`config.mk`:
```
export PLATFORM = sky130hd
export DESIGN_NAME = spi_xfer_ctrl
export DESIGN_NICKNAME = d
export VERILOG_FILES = /design/src/rtl/spi_xfer_ctrl.sv
export SDC_FILE = /design/constraint.sdc
export NUM_CORES = 1
export LEC_CHECK = 0
export BUFFER_PORTS_ARGS = -buffer_cell sky130_fd_sc_hd__buf_2
export CORE_ASPECT_RATIO = 0.7
export CORE_MARGIN = 10
export CORE_UTILIZATION = 50
export DETAILED_ROUTE_END_ITERATION = 10
export MAX_ROUTING_LAYER = met4
export PLACE_DENSITY = 0.74
export SKIP_LAST_GASP = 1
export SLEW_MARGIN = 40
export SYNTH_ARGS = -nofsm -noshare
export SYNTH_HDL_FRONTEND = slang
export SYNTH_SLANG_ARGS = --single-unit
```
`constraint.sdc`:
```
create_clock -name clk_i -period 2.3 [get_ports clk_i]
set_clock_uncertainty 0.2 [all_clocks]
set_input_delay 0.115 -clock clk_i [delete_from_list [all_inputs] [get_ports clk_i]]
set_output_delay 0.115 -clock clk_i [all_outputs]
set_load 0.05 [all_outputs]
```
`src/rtl/spi_xfer_ctrl.sv`:
```
// spi_xfer_ctrl: walks data registers 0..n_tx_end through an SPI mode-0 master.
// Optional macro SPI_XFER_LOOPBACK_EN: capture MOSI in place of MISO.
module spi_xfer_ctrl #(
   parameter int DATA_W = 8,
   parameter int ADDR_W = 9,
   parameter int DIV    = 2
) (
   input  logic              clk_i,
   input  logic              rst_i,
   input  logic              send_i,
   input  logic              all_ones_i,
   input  logic              all_zeros_i,
   input  logic [ADDR_W-1:0] n_tx_end_i,
   input  logic [DATA_W-1:0] rdata_i,
   input  logic              miso_i,
   output logic [ADDR_W-1:0] addr_o,
   output logic [DATA_W-1:0] wdata_o,
   output logic [ADDR_W-1:0] n_rx_o,
   output logic              wr_en_o,
   output logic              wr_sel_o,
   output logic              busy_o,
   output logic              cs_o,
   output logic              sclk_o,
   output logic              mosi_o
);

   localparam int DCW = (DIV > 1) ? $clog2(DIV) : 1;
   localparam int BCW = (DATA_W > 1) ? $clog2(DATA_W) : 1;
   localparam logic [DCW-1:0] DIV_LAST = DCW'(DIV - 1);
   localparam logic [BCW-1:0] BIT_LAST = BCW'(DATA_W - 1);

   typedef enum logic [2:0] {
      IDLE,
      LOAD,
      SHIFT,
      STORE,
      NEXT,
      DONE
   } state_t;

   state_t            state_q, state_d;
   logic [ADDR_W-1:0] addr_q, addr_d;
   logic [ADDR_W-1:0] end_q, end_d;
   logic [ADDR_W-1:0] n_rx_q, n_rx_d;
   logic [DATA_W-1:0] tx_q, tx_d;
   logic [DATA_W-1:0] rx_q, rx_d;
   logic [DATA_W-1:0] wdata_q, wdata_d;
   logic [DCW-1:0]    div_q, div_d;
   logic [BCW-1:0]    bit_q, bit_d;
   logic              wr_en_q, wr_en_d;
   logic              wr_sel_q, wr_sel_d;
   logic              busy_q, busy_d;
   logic              cs_q, cs_d;
   logic              sclk_q, sclk_d;
   logic              mosi_q, mosi_d;

   logic              rx_bit;
   logic [DATA_W-1:0] tx_word;

`ifdef SPI_XFER_LOOPBACK_EN
   logic unused_miso;
   assign unused_miso = miso_i;
   assign rx_bit = mosi_q;
`else
   assign rx_bit = miso_i;
`endif

   // Word source for the next transfer; forced patterns override register data
   always_comb begin
      tx_word = rdata_i;
      if (all_ones_i) begin
         tx_word = '1;
      end else if (all_zeros_i) begin
         tx_word = '0;
      end
   end

   // Next-state and next-output logic for the sequencer and shifter
   always_comb begin
      state_d  = state_q;
      addr_d   = addr_q;
      end_d    = end_q;
      n_rx_d   = n_rx_q;
      tx_d     = tx_q;
      rx_d     = rx_q;
      wdata_d  = wdata_q;
      div_d    = div_q;
      bit_d    = bit_q;
      wr_en_d  = 1'b0;
      wr_sel_d = 1'b0;
      busy_d   = busy_q;
      cs_d     = cs_q;
      sclk_d   = sclk_q;
      mosi_d   = mosi_q;
      unique case (state_q)
         IDLE: begin
            if (send_i) begin
               state_d = LOAD;
               end_d   = n_tx_end_i;
               addr_d  = '0;
               busy_d  = 1'b1;
               cs_d    = 1'b0;
            end
         end
         LOAD: begin
            tx_d    = tx_word;
            mosi_d  = tx_word[DATA_W-1];
            div_d   = '0;
            bit_d   = '0;
            sclk_d  = 1'b0;
            state_d = SHIFT;
         end
         SHIFT: begin
            if (div_q == DIV_LAST) begin
               div_d  = '0;
               sclk_d = ~sclk_q;
               if (!sclk_q) begin
                  rx_d = {rx_q[DATA_W-2:0], rx_bit};
               end else begin
                  tx_d   = {tx_q[DATA_W-2:0], 1'b0};
                  mosi_d = tx_q[DATA_W-2];
                  bit_d  = bit_q + BCW'(1);
                  if (bit_q == BIT_LAST) begin
                     state_d = STORE;
                  end
               end
            end else begin
               div_d = div_q + DCW'(1);
            end
         end
         STORE: begin
            wr_en_d  = 1'b1;
            wr_sel_d = 1'b1;
            wdata_d  = rx_q;
            state_d  = NEXT;
         end
         NEXT: begin
            if (addr_q == end_q) begin
               state_d = DONE;
            end else begin
               addr_d  = addr_q + ADDR_W'(1);
               state_d = LOAD;
            end
         end
         DONE: begin
            wr_en_d = 1'b1;
            n_rx_d  = addr_q;
            cs_d    = 1'b1;
            busy_d  = 1'b0;
            mosi_d  = 1'b0;
            state_d = IDLE;
         end
         default: begin
            state_d = IDLE;
         end
      endcase
   end

   // State and registered outputs, synchronous reset aborts any transfer
   always_ff @(posedge clk_i) begin
      if (rst_i) begin
         state_q  <= IDLE;
         addr_q   <= '0;
         end_q    <= '0;
         n_rx_q   <= '0;
         tx_q     <= '0;
         rx_q     <= '0;
         wdata_q  <= '0;
         div_q    <= '0;
         bit_q    <= '0;
         wr_en_q  <= 1'b0;
         wr_sel_q <= 1'b0;
         busy_q   <= 1'b0;
         cs_q     <= 1'b1;
         sclk_q   <= 1'b0;
         mosi_q   <= 1'b0;
      end else begin
         state_q  <= state_d;
         addr_q   <= addr_d;
         end_q    <= end_d;
         n_rx_q   <= n_rx_d;
         tx_q     <= tx_d;
         rx_q     <= rx_d;
         wdata_q  <= wdata_d;
         div_q    <= div_d;
         bit_q    <= bit_d;
         wr_en_q  <= wr_en_d;
         wr_sel_q <= wr_sel_d;
         busy_q   <= busy_d;
         cs_q     <= cs_d;
         sclk_q   <= sclk_d;
         mosi_q   <= mosi_d;
      end
   end

   assign addr_o   = addr_q;
   assign wdata_o  = wdata_q;
   assign n_rx_o   = n_rx_q;
   assign wr_en_o  = wr_en_q;
   assign wr_sel_o = wr_sel_q;
   assign busy_o   = busy_q;
   assign cs_o     = cs_q;
   assign sclk_o   = sclk_q;
   assign mosi_o   = mosi_q;

endmodule

```
==> results.md, run 1 <==
* Worst-Margin Slew at 0.5549 ns
* Synth area leaders: dfxtp_1 46%, a21oi_1 7.9%, nand2_1 7.1%
* Vias in the first global route at 2,528
* Flop2flop setup slack at 0.18 ns
* # resized after CTS at 0
* Reg2Reg Depth at 3
* Core area at 0.005258 sq mm
* Htree depth at 3
* Final setup fails at 0
* Synth area leader: dfxtp_1
* GRT overflow at 0
* Drt total wl at 7146 microns
* Worst path cell trace: or3b_1 -> or4_1 -> o221ai_1
* HPWL after DPL at 4978 microns
* Synth async-reset ratio at 0%
* CTS buffer count at 9
* Max Fclk at 0.4713 GHz
* Area Overhead vs Synth at 26.68%
* Net Count, Synth at 349
* Row count at 22
* GRT Total Usage at 17.33%
* TritonRoute pass-1 iters at 4
* Final setup margin at 0.1781 ns
* Final antenna-violating net count at 0
* DIE WIDTH at 108.4 microns
* WP data required at 2.37 ns
* Synthesized area at 0.002734 sq mm
* Synth Area per Inst at 8.464 sq um
* Post-Place Cell Area at 0.003137 sq mm
* First-pass GRT wire length at 11,940 microns
* Nets at 423
* Fillers at 455
* Clock-pin slew of the registers on the worst-case setup and hold paths at 0.08 ns
* Status: completed
* Hold buffers post-CTS at 12
* Slew Limit Fails at 0
* Antenna violations before repair at 1
* Synthesis-stage register bit count at 63
* R2r startpoint: state_q[0]
* Setup total negative slack at 0 ns
* Largest net degree at the start of global routing at 29
* Via/cell ratio at 5.398
* Worst r2r dst: addr_o[5]
* Post-Layout Inst Area at 0.003463 sq mm
* Setup Crit Path Kind: flop to flop
* Synth Flop Type: dfxtp_1
* Seq/Total Area, Yosys at 46.13%
* Final Hold Viols at 0
* Starting Density at 52.00%
* Worst-path maximum fanout at 16
* Die Area at 0.008873 sq mm
* Worst EP arrival at 2.19 ns
* Commonest cells post-synth: 63 x dfxtp_1, 52 x nand2_1, 43 x a21oi_1, 37 x nor2_1, 16 x mux2i_1
* Post-synth EDFFs at 0
* Drt initial violations at 129
* Clk buf depth at 2
* Hold Startpoint: rdata_i[0]
* Slowest stage delay, CP at 0.64 ns
* PortBufs at 54
* Worst Path Buf+Inv at 0
* RSZ-0062 raised after global routing: no
* Share of cells above drive strength 1 at 23.38%
* Yosys cell types at 44
* Worst Hold Path Cells at 5
* Pleak at 0.001544 uW
* Cells after Synth at 323
* Most frequent cell after synthesis: dfxtp_1
* Slowest CP cell: or3b_1
* Synth warnings at 0
* Residual DRC at 0
* Via count at 2,564
* Worst setup SP type: flop
* Max Cap Viol at 0
* Clock Sinks at 63
* Die Ht at 81.87 microns
* Pre-CTS setup slack at 0.1971 ns
* Final period utilization at 92.26%
* Hold slack at 0.01661 ns
* Worst skew pair latency at 0.35 ns
* Top cell type's share of synthesized area at 46.13%
* WHS Endpoint: tx_q[0]
* Design Power at 2594 uW
* Post-CTS Setup Inserts at 0
* Crit path time final at 2.122 ns
* Pwr dens at 748.9 mW/mm^2
* RD Place Congestion at 0.8863
* CTS tree: done
* Max_slew headroom at 62.85%
* IO Pins at 55
* CTS root buf: clkbuf_8
* CP Capture Type: flop
* Delay-heaviest family, CP: simple AND/OR/NAND/NOR gates
* Peak supply drop at 0.4597 mV
* Wire per inst at 15.04 microns
* Worst hold path type: input pin to flop
[metal layers]
metal	track usage [%]	routed length (microns)
met1	20.64	3205
met2	25.96	3279
met3	7.662	585
met4	5.249	75
met5	-	0
[registers in the layout, summed over array words and instances, names as in the netlist]
register	count
state_q	3
wr_sel_o	1
div_q	1
end_q	9
bit_q	3
cs_o	1
addr_o	9
wr_en_o	1
rx_q	8
tx_q	7
mosi_o	1
n_rx_o	9
sclk_o	1
busy_o	1
wdata_o	8
[worst register-to-register path, delay by kind of cell (launching register included)]
kind            cells  cell delay, ns
compound gates      1            0.18
simple gates        2            1.18
flops               1            0.48
[placed cells by master (no fill, tap or decap), types with 2 or more instances in the layout]
cell and count:
mux2i_1 16, ha_1 3, inv_6 2, nor2_1 37, or4_1 6, xor2_1 2
inv_1 4, nand2_1 52, o221ai_1 4, dfxtp_1 63, nor3_1 8, o21ai_1 2
clkinvlp_4 2, nand3b_1 2, nand2b_1 2, xnor2_1 8, clkinv_4 2, or3b_1 2
buf_4 18, clkbuf_8 9, and3_1 3, nand3_1 7, buf_2 54, o311ai_1 2
or3_1 2, nand4_1 5, a211oi_1 7, o21ai_0 3, dlygate4sd3_1 12, a21oi_1 43
a21o_1 2
[cell type report]
class | count | area [sq um] | area share [%]
Clock inverter | 7 | 80.08 | 2.312
Timing Repair Buffer | 84 | 525.5 | 15.17
Tap cell | 72 | 90.09 | 2.601
Multi-Input combinational cell | 233 | 1358 | 39.20
Sequential cell | 63 | 1261 | 36.42
Clock buffer | 9 | 123.9 | 3.577
Inverter | 6 | 22.52 | 0.6503
Antenna cell | 1 | 2.502 | 0.07225
[worst max path at each step]
stage | from | end | slack, ns | depth (start not counted)
5_1_grt | state_q[0] | addr_o[3] | 0.06 | 3
4_1_cts | state_q[0] | addr_o[5] | 0.19 | 3
6_report | state_q[0] | addr_o[5] | 0.18 | 3
2_1_floorplan | addr_o[0] | addr_o[1] | 0.26 | 6
3_5_place_dp | state_q[0] | addr_o[5] | 0.20 | 3
3_3_place_gp | state_q[0] | addr_o[5] | 0.27 | 3
[power breakdown]
part           switching [uW]  internal [uW]
Combinational             241            163
Clock                     484            511
Sequential               53.5           1140
[kinds of logic (layout without fill, tap and decap cells)]
logic type	count (synthesis)	count (layout)	share of synthesized area, %
flip-flops	63	63	46.13
buffers and inverters	27	106	4.210
AO/OA/AOI/OAI	69	69	15.10
other	0	1	0
adder cells (fa/ha/maj)	3	3	1.373
XOR/XNOR	10	10	3.204
multiplexers	17	17	6.270
AND/OR/NAND/NOR	134	134	23.71
[metrics by stage]
stage,utilization (%),instances
6_report,65.87,475
3_5_place_dp,59.66,446
2_1_floorplan,-,323
3_3_place_gp,59.66,446
5_1_grt,65.87,475
4_1_cts,65.83,474
No activity file was read; power rests on OpenSTA's default activity.
==> inputs of run 2 (changes only) <==
--- a/config.mk
+++ b/config.mk
@@ -11,4 +11,5 @@
 export CORE_UTILIZATION = 50
 export DETAILED_ROUTE_END_ITERATION = 10
+export GPL_ROUTABILITY_DRIVEN = 0
 export MAX_ROUTING_LAYER = met4
 export PLACE_DENSITY = 0.74
==> constraint.sdc (replaced) <==
create_clock -name clk_i -period 2.7 [get_ports clk_i]
set_clock_uncertainty 0.2 [all_clocks]
set_input_delay 0.27 -clock clk_i [delete_from_list [all_inputs] [get_ports clk_i]]
set_output_delay 0.27 -clock clk_i [all_outputs]
set_load 0.05 [all_outputs]
==> run 2 against run 1 <==
Against the previous run: clock power decreased by 5.9%; sequential share of layout area up 0.68 points; combinational power down 21%; critical endpoint is now rx_q[0]; core utilization fell by 1.2 points; die area unchanged; largest power group unchanged; final area is 1.8% lower; critical path depth rose by 2.
==> results.md, run 2 (same netlist as run 1, synthesis figures left out) <==
* Setup total negative slack at 0 ns
* Final antenna-violating net count at 0
* Share of cells above drive strength 1 at 21.74%
* Via/cell ratio at 5.410
* Die Ht at 81.87 microns
* Max_slew headroom at 61.34%
* Core area at 0.005258 sq mm
* Worst path cell trace: nand2b_1 -> nor2_1 -> nand3b_1 -> mux2i_1 -> nor2_1
* Hold Startpoint: send_i
* Worst-path maximum fanout at 16
* Worst EP arrival at 2.29 ns
* Setup Crit Path Kind: flop to flop
* Commonest non-fill, non-tap cells in the layout: 63 x dfxtp_1, 54 x buf_2, 52 x nand2_1
* Via count at 2,505
* Residual DRC at 0
* TritonRoute pass-1 iters at 5
* Hold buffers post-CTS at 10
* Flop2flop setup slack at 0.44 ns
* Starting Density at 52.00%
* R2r startpoint: state_q[1]
* GRT overflow at 0
* Pre-CTS setup slack at 0.4448 ns
* CP Capture Type: flop
* Pleak at 0.001503 uW
* Reg2Reg Depth at 5
* Worst-Margin Slew at 0.5774 ns
* Worst skew pair latency at 0.34 ns
* Final setup margin at 0.4379 ns
* Row count at 22
* Vias in the first global route at 2,365
* Delay-heaviest family, CP: simple AND/OR/NAND/NOR gates
* Clk buf depth at 2
* Htree depth at 3
* DIE WIDTH at 108.4 microns
* HPWL after DPL at 4741 microns
* Worst r2r dst: rx_q[0]
* Status: completed
* Clock Sinks at 63
* Worst Path Buf+Inv at 0
* First-pass GRT wire length at 11,380 microns
* GRT Total Usage at 16.52%
* Max Cap Viol at 0
* IO Pins at 55
* Drt initial violations at 230
* Crit path time final at 2.262 ns
* # resized after CTS at 0
* Post-CTS Setup Inserts at 0
* Final period utilization at 83.78%
* Final setup fails at 0
* WHS Endpoint: state_q[0]
* Slowest CP cell: dfxtp_1
* Worst hold path type: input pin to flop
* Worst Setup SP: state_q[1]
* Peak supply drop at 0.3405 mV
* Max Fclk at 0.4421 GHz
* Pwr dens at 670.1 mW/mm^2
* Slew Limit Fails at 0
* CTS tree: done
* Antenna violations before repair at 0
* WP data required at 2.72 ns
* Die Area at 0.008873 sq mm
* Finished Core Util at 64.66%
* RSZ-0062 raised after global routing: no
* Clock-pin slew of the registers on the worst-case setup and hold paths at 0.07 ns
* Ant diodes at 0
* Nets at 412
* Largest net degree at the start of global routing at 37
* Wire per inst at 14.91 microns
* CTS root buf: clkbuf_8
* Area Overhead vs Synth at 24.35%
* Slowest stage delay, CP at 0.66 ns
* Final Hold Viols at 0
* Worst Hold Path Cells at 3
* PortBufs at 54
* CTS buffer count at 9
* Most common cell on crit path: nor2_1
* Most common cell after layout, fill and taps aside: dfxtp_1
* Drt total wl at 6902 microns
* Worst setup SP type: flop
[run 2: worst max path at each step]
stage | end | cells after the start
after floorplan | addr_o[1] | 6
after global placement | addr_o[6] | 3
after detailed placement | addr_o[5] | 3
after CTS | rx_q[0] | 5
after global routing | rx_q[5] | 5
final | rx_q[0] | 5
[run 2: power breakdown]
part | internal (uW) | leakage [uW] | switching (uW)
clock | 549 | 0.000109 | 386
combinational | 122 | 0.000883 | 197
sequential | 973 | 0.000511 | 50.8
total | 1640 | 0.00150 | 634
[run 2: tightest hold or removal path, cell delays in order]
cell and delay [ns]:
buf_2 0.12, nor3_1 0.11, a2111oi_0 0.09
[run 2: layout make-up]
cell class              count  area (sq um)
repair buffers             73         437.9
multi-input cells         233          1358
inverters                   6         22.52
clock inverters             6         92.59
fillers                   465          1858
clock buffers              10         137.6
well taps                  72         90.09
flip-flops and latches     63          1261
[run 2: stage by stage]
stage | hold WS, ns | power (uW) | area [sq um] | cells
final | 0.1144 | 2278 | 3400 | 463
after floorplan | 0.2060 | 1271 | 2734 | 323
after CTS | 0.1018 | 2284 | 3400 | 463
after global routing | 0.1609 | 2373 | 3400 | 463
after detailed placement | 0.2497 | 1349 | 3069 | 437
after global placement | 0.2386 | 1338 | 3069 | 437
[run 2: layer usage]
| layer | global-route usage, % | wire [microns] |
|---|---|---|
| met1 | 21.21 | 3170 |
| met2 | 23.98 | 3134 |
| met3 | 5.395 | 522 |
| met4 | 5.512 | 74 |
| met5 | - | 0 |
==> inputs of run 3 (changes only) <==
- clock period: 2.7 -> 2.3 ns (I/O delays scaled with it)
==> run 3 against run 2 <==
Against the previous run: combinational power grew 26%; worst setup slack lost 0.22 ns; final cell count grew 1.9%; critical path depth shrank 2; clock power grew 17%; fmax grew 8.4%; flip-flop and latch count is the same; via count grew 0.76%.
==> results.md, run 3 (same netlist as run 1, synthesis figures left out) <==
* Worst hold path type: input pin to flop
* R2r startpoint: state_q[0]
* Antenna violations before repair at 0
* Die Ht at 81.87 microns
* Worst-path maximum fanout at 16
* Starting Density at 52.00%
* Status: completed
* Core area at 0.005258 sq mm
* Share of cells above drive strength 1 at 23.50%
* Ant diodes at 0
* Post-Layout Inst Area at 0.003463 sq mm
* Worst skew pair latency at 0.34 ns
* Residual DRC at 0
* Multi-input gate area at 0.001358 sq mm
* DIE WIDTH at 108.4 microns
* Drt initial violations at 130
* Reg2Reg Depth at 3
* RSZ-0062 raised after global routing: no
* Switching Share at 28.22%
* HPWL after DPL at 4745 microns
* Max_slew headroom at 61.87%
* Fillers at 454
* Row count at 22
* Commonest non-fill, non-tap cells in the layout: 63 x dfxtp_1, 54 x buf_2, 52 x nand2_1
* Worst-Margin Slew at 0.5695 ns
* Largest net degree at the start of global routing at 29
* CP Capture Type: flop
* Internal at 1925 uW
* Peak supply drop at 0.4974 mV
* Slowest stage delay, CP at 0.64 ns
* Area Overhead vs Synth at 26.68%
* Final period utilization at 90.73%
* Worst path cell trace: or3b_1 -> or4_1 -> o221ai_1
* Worst setup SP type: flop
* Drt total wl at 6809 microns
* Worst EP arrival at 2.15 ns
* WP data required at 2.36 ns
* WHS Endpoint: state_q[0]
* IO Pins at 55
* GRT overflow at 0
* Setup total negative slack at 0 ns
* TritonRoute pass-1 iters at 4
* Final Hold Viols at 0
* Setup Crit Path Kind: flop to flop
* Htree depth at 3
* Flip-flop and latch area at 0.001261 sq mm
* Post-Place Cell Area at 0.003137 sq mm
* Vias in the first global route at 2,323
* Pwr dens at 774.6 mW/mm^2
* Clock-pin slew of the registers on the worst-case setup and hold paths at 0.07 ns
* First-pass GRT wire length at 11,180 microns
* Final setup fails at 0
* Post-CTS Setup Inserts at 0
* Slowest CP cell: or3b_1
* Max Fclk at 0.4792 GHz
* Combinational group share of total power at 15.0%
* Most common cell after layout, fill and taps aside: dfxtp_1
* Clk buf depth at 2
* PortBufs at 54
* Pleak at 0.001550 uW
* Flop2flop setup slack at 0.21 ns
* Worst Hold Path Cells at 3
* CTS buffer count at 9
* Switching power at 757.1 uW
* Clk pwr share at 40.6%
* Clock Sinks at 63
* GRT Total Usage at 16.23%
* Worst r2r dst: addr_o[5]
* Nets at 421
* Slew Limit Fails at 0
* Final antenna-violating net count at 0
* Reg power frac at 44.4%
* Crit path time final at 2.087 ns
* Via count at 2,524
* Via/cell ratio at 5.347
* CTS tree: done
* CTS root buf: clkbuf_8
* Hold Startpoint: send_i
* Die Area at 0.008873 sq mm
* Wire per inst at 14.43 microns
* Max Cap Viol at 0
run 3: per-stage QoR:
step                total power [uW]  cells  worst slack [ns]  utilization (%)  hold slack, ns
floorplan                       1492    323            0.2585                -          0.1660
global placement                1592    446            0.2773            59.66          0.2394
CTS                             2699    472            0.2138            65.87         0.04815
global route                    2801    472            0.1373            65.87         0.06136
detailed placement              1601    446            0.2347            59.66          0.2440
finish                          2683    472            0.2131            65.87         0.06401
run 3: repair_timing:
item,CTS,global route
hold endpoints to repair,10,0
hold buffers,10,0
setup endpoints to repair,0,0
gates resized for setup,0,0
run 3: worst max-delay path by stage:
stage | from | endpoint | slack [ns] | cells past startpoint
finish | state_q[0] | addr_o[5] | 0.21 | 3
floorplan | addr_o[0] | addr_o[1] | 0.26 | 6
CTS | state_q[0] | addr_o[5] | 0.21 | 3
global route | state_q[0] | addr_o[2] | 0.14 | 3
detailed placement | state_q[0] | addr_o[3] | 0.23 | 3
global placement | state_q[0] | addr_o[5] | 0.28 | 3
run 3: metal layers:
layer	up-vias	track usage [%]	routed length, microns
li1	1279	-	-
met1	1158	21.06	3166
met2	74	23.56	3000
met4	0	5.118	93
met3	13	5.082	548
met5	-	-	0
run 3: layout make-up:
cell class                 count  area share [%]
inverter                       6          0.6503
timing repair buffer          82           14.60
tap                           72           2.601
clock buffer                   9           3.577
clock inverter                 7           2.962
sequential                    63           36.42
multi-input combinational    233           39.20
run 3: critical path: cells and delay by family, from the launching register on:
family | cells | cell delay (ns)
simple gates | 2 | 1.17
flops | 1 | 0.47
compound gates | 1 | 0.17
run 3: power groups by stage:
stage,logic (uW),clock network (uW),registers [uW]
5_1_grt,445,1160,1200
4_1_cts,402,1110,1190
6_report,402,1090,1190
3_5_place_dp,386,0,1210
2_1_floorplan,260,0,1230
3_3_place_gp,379,0,1210
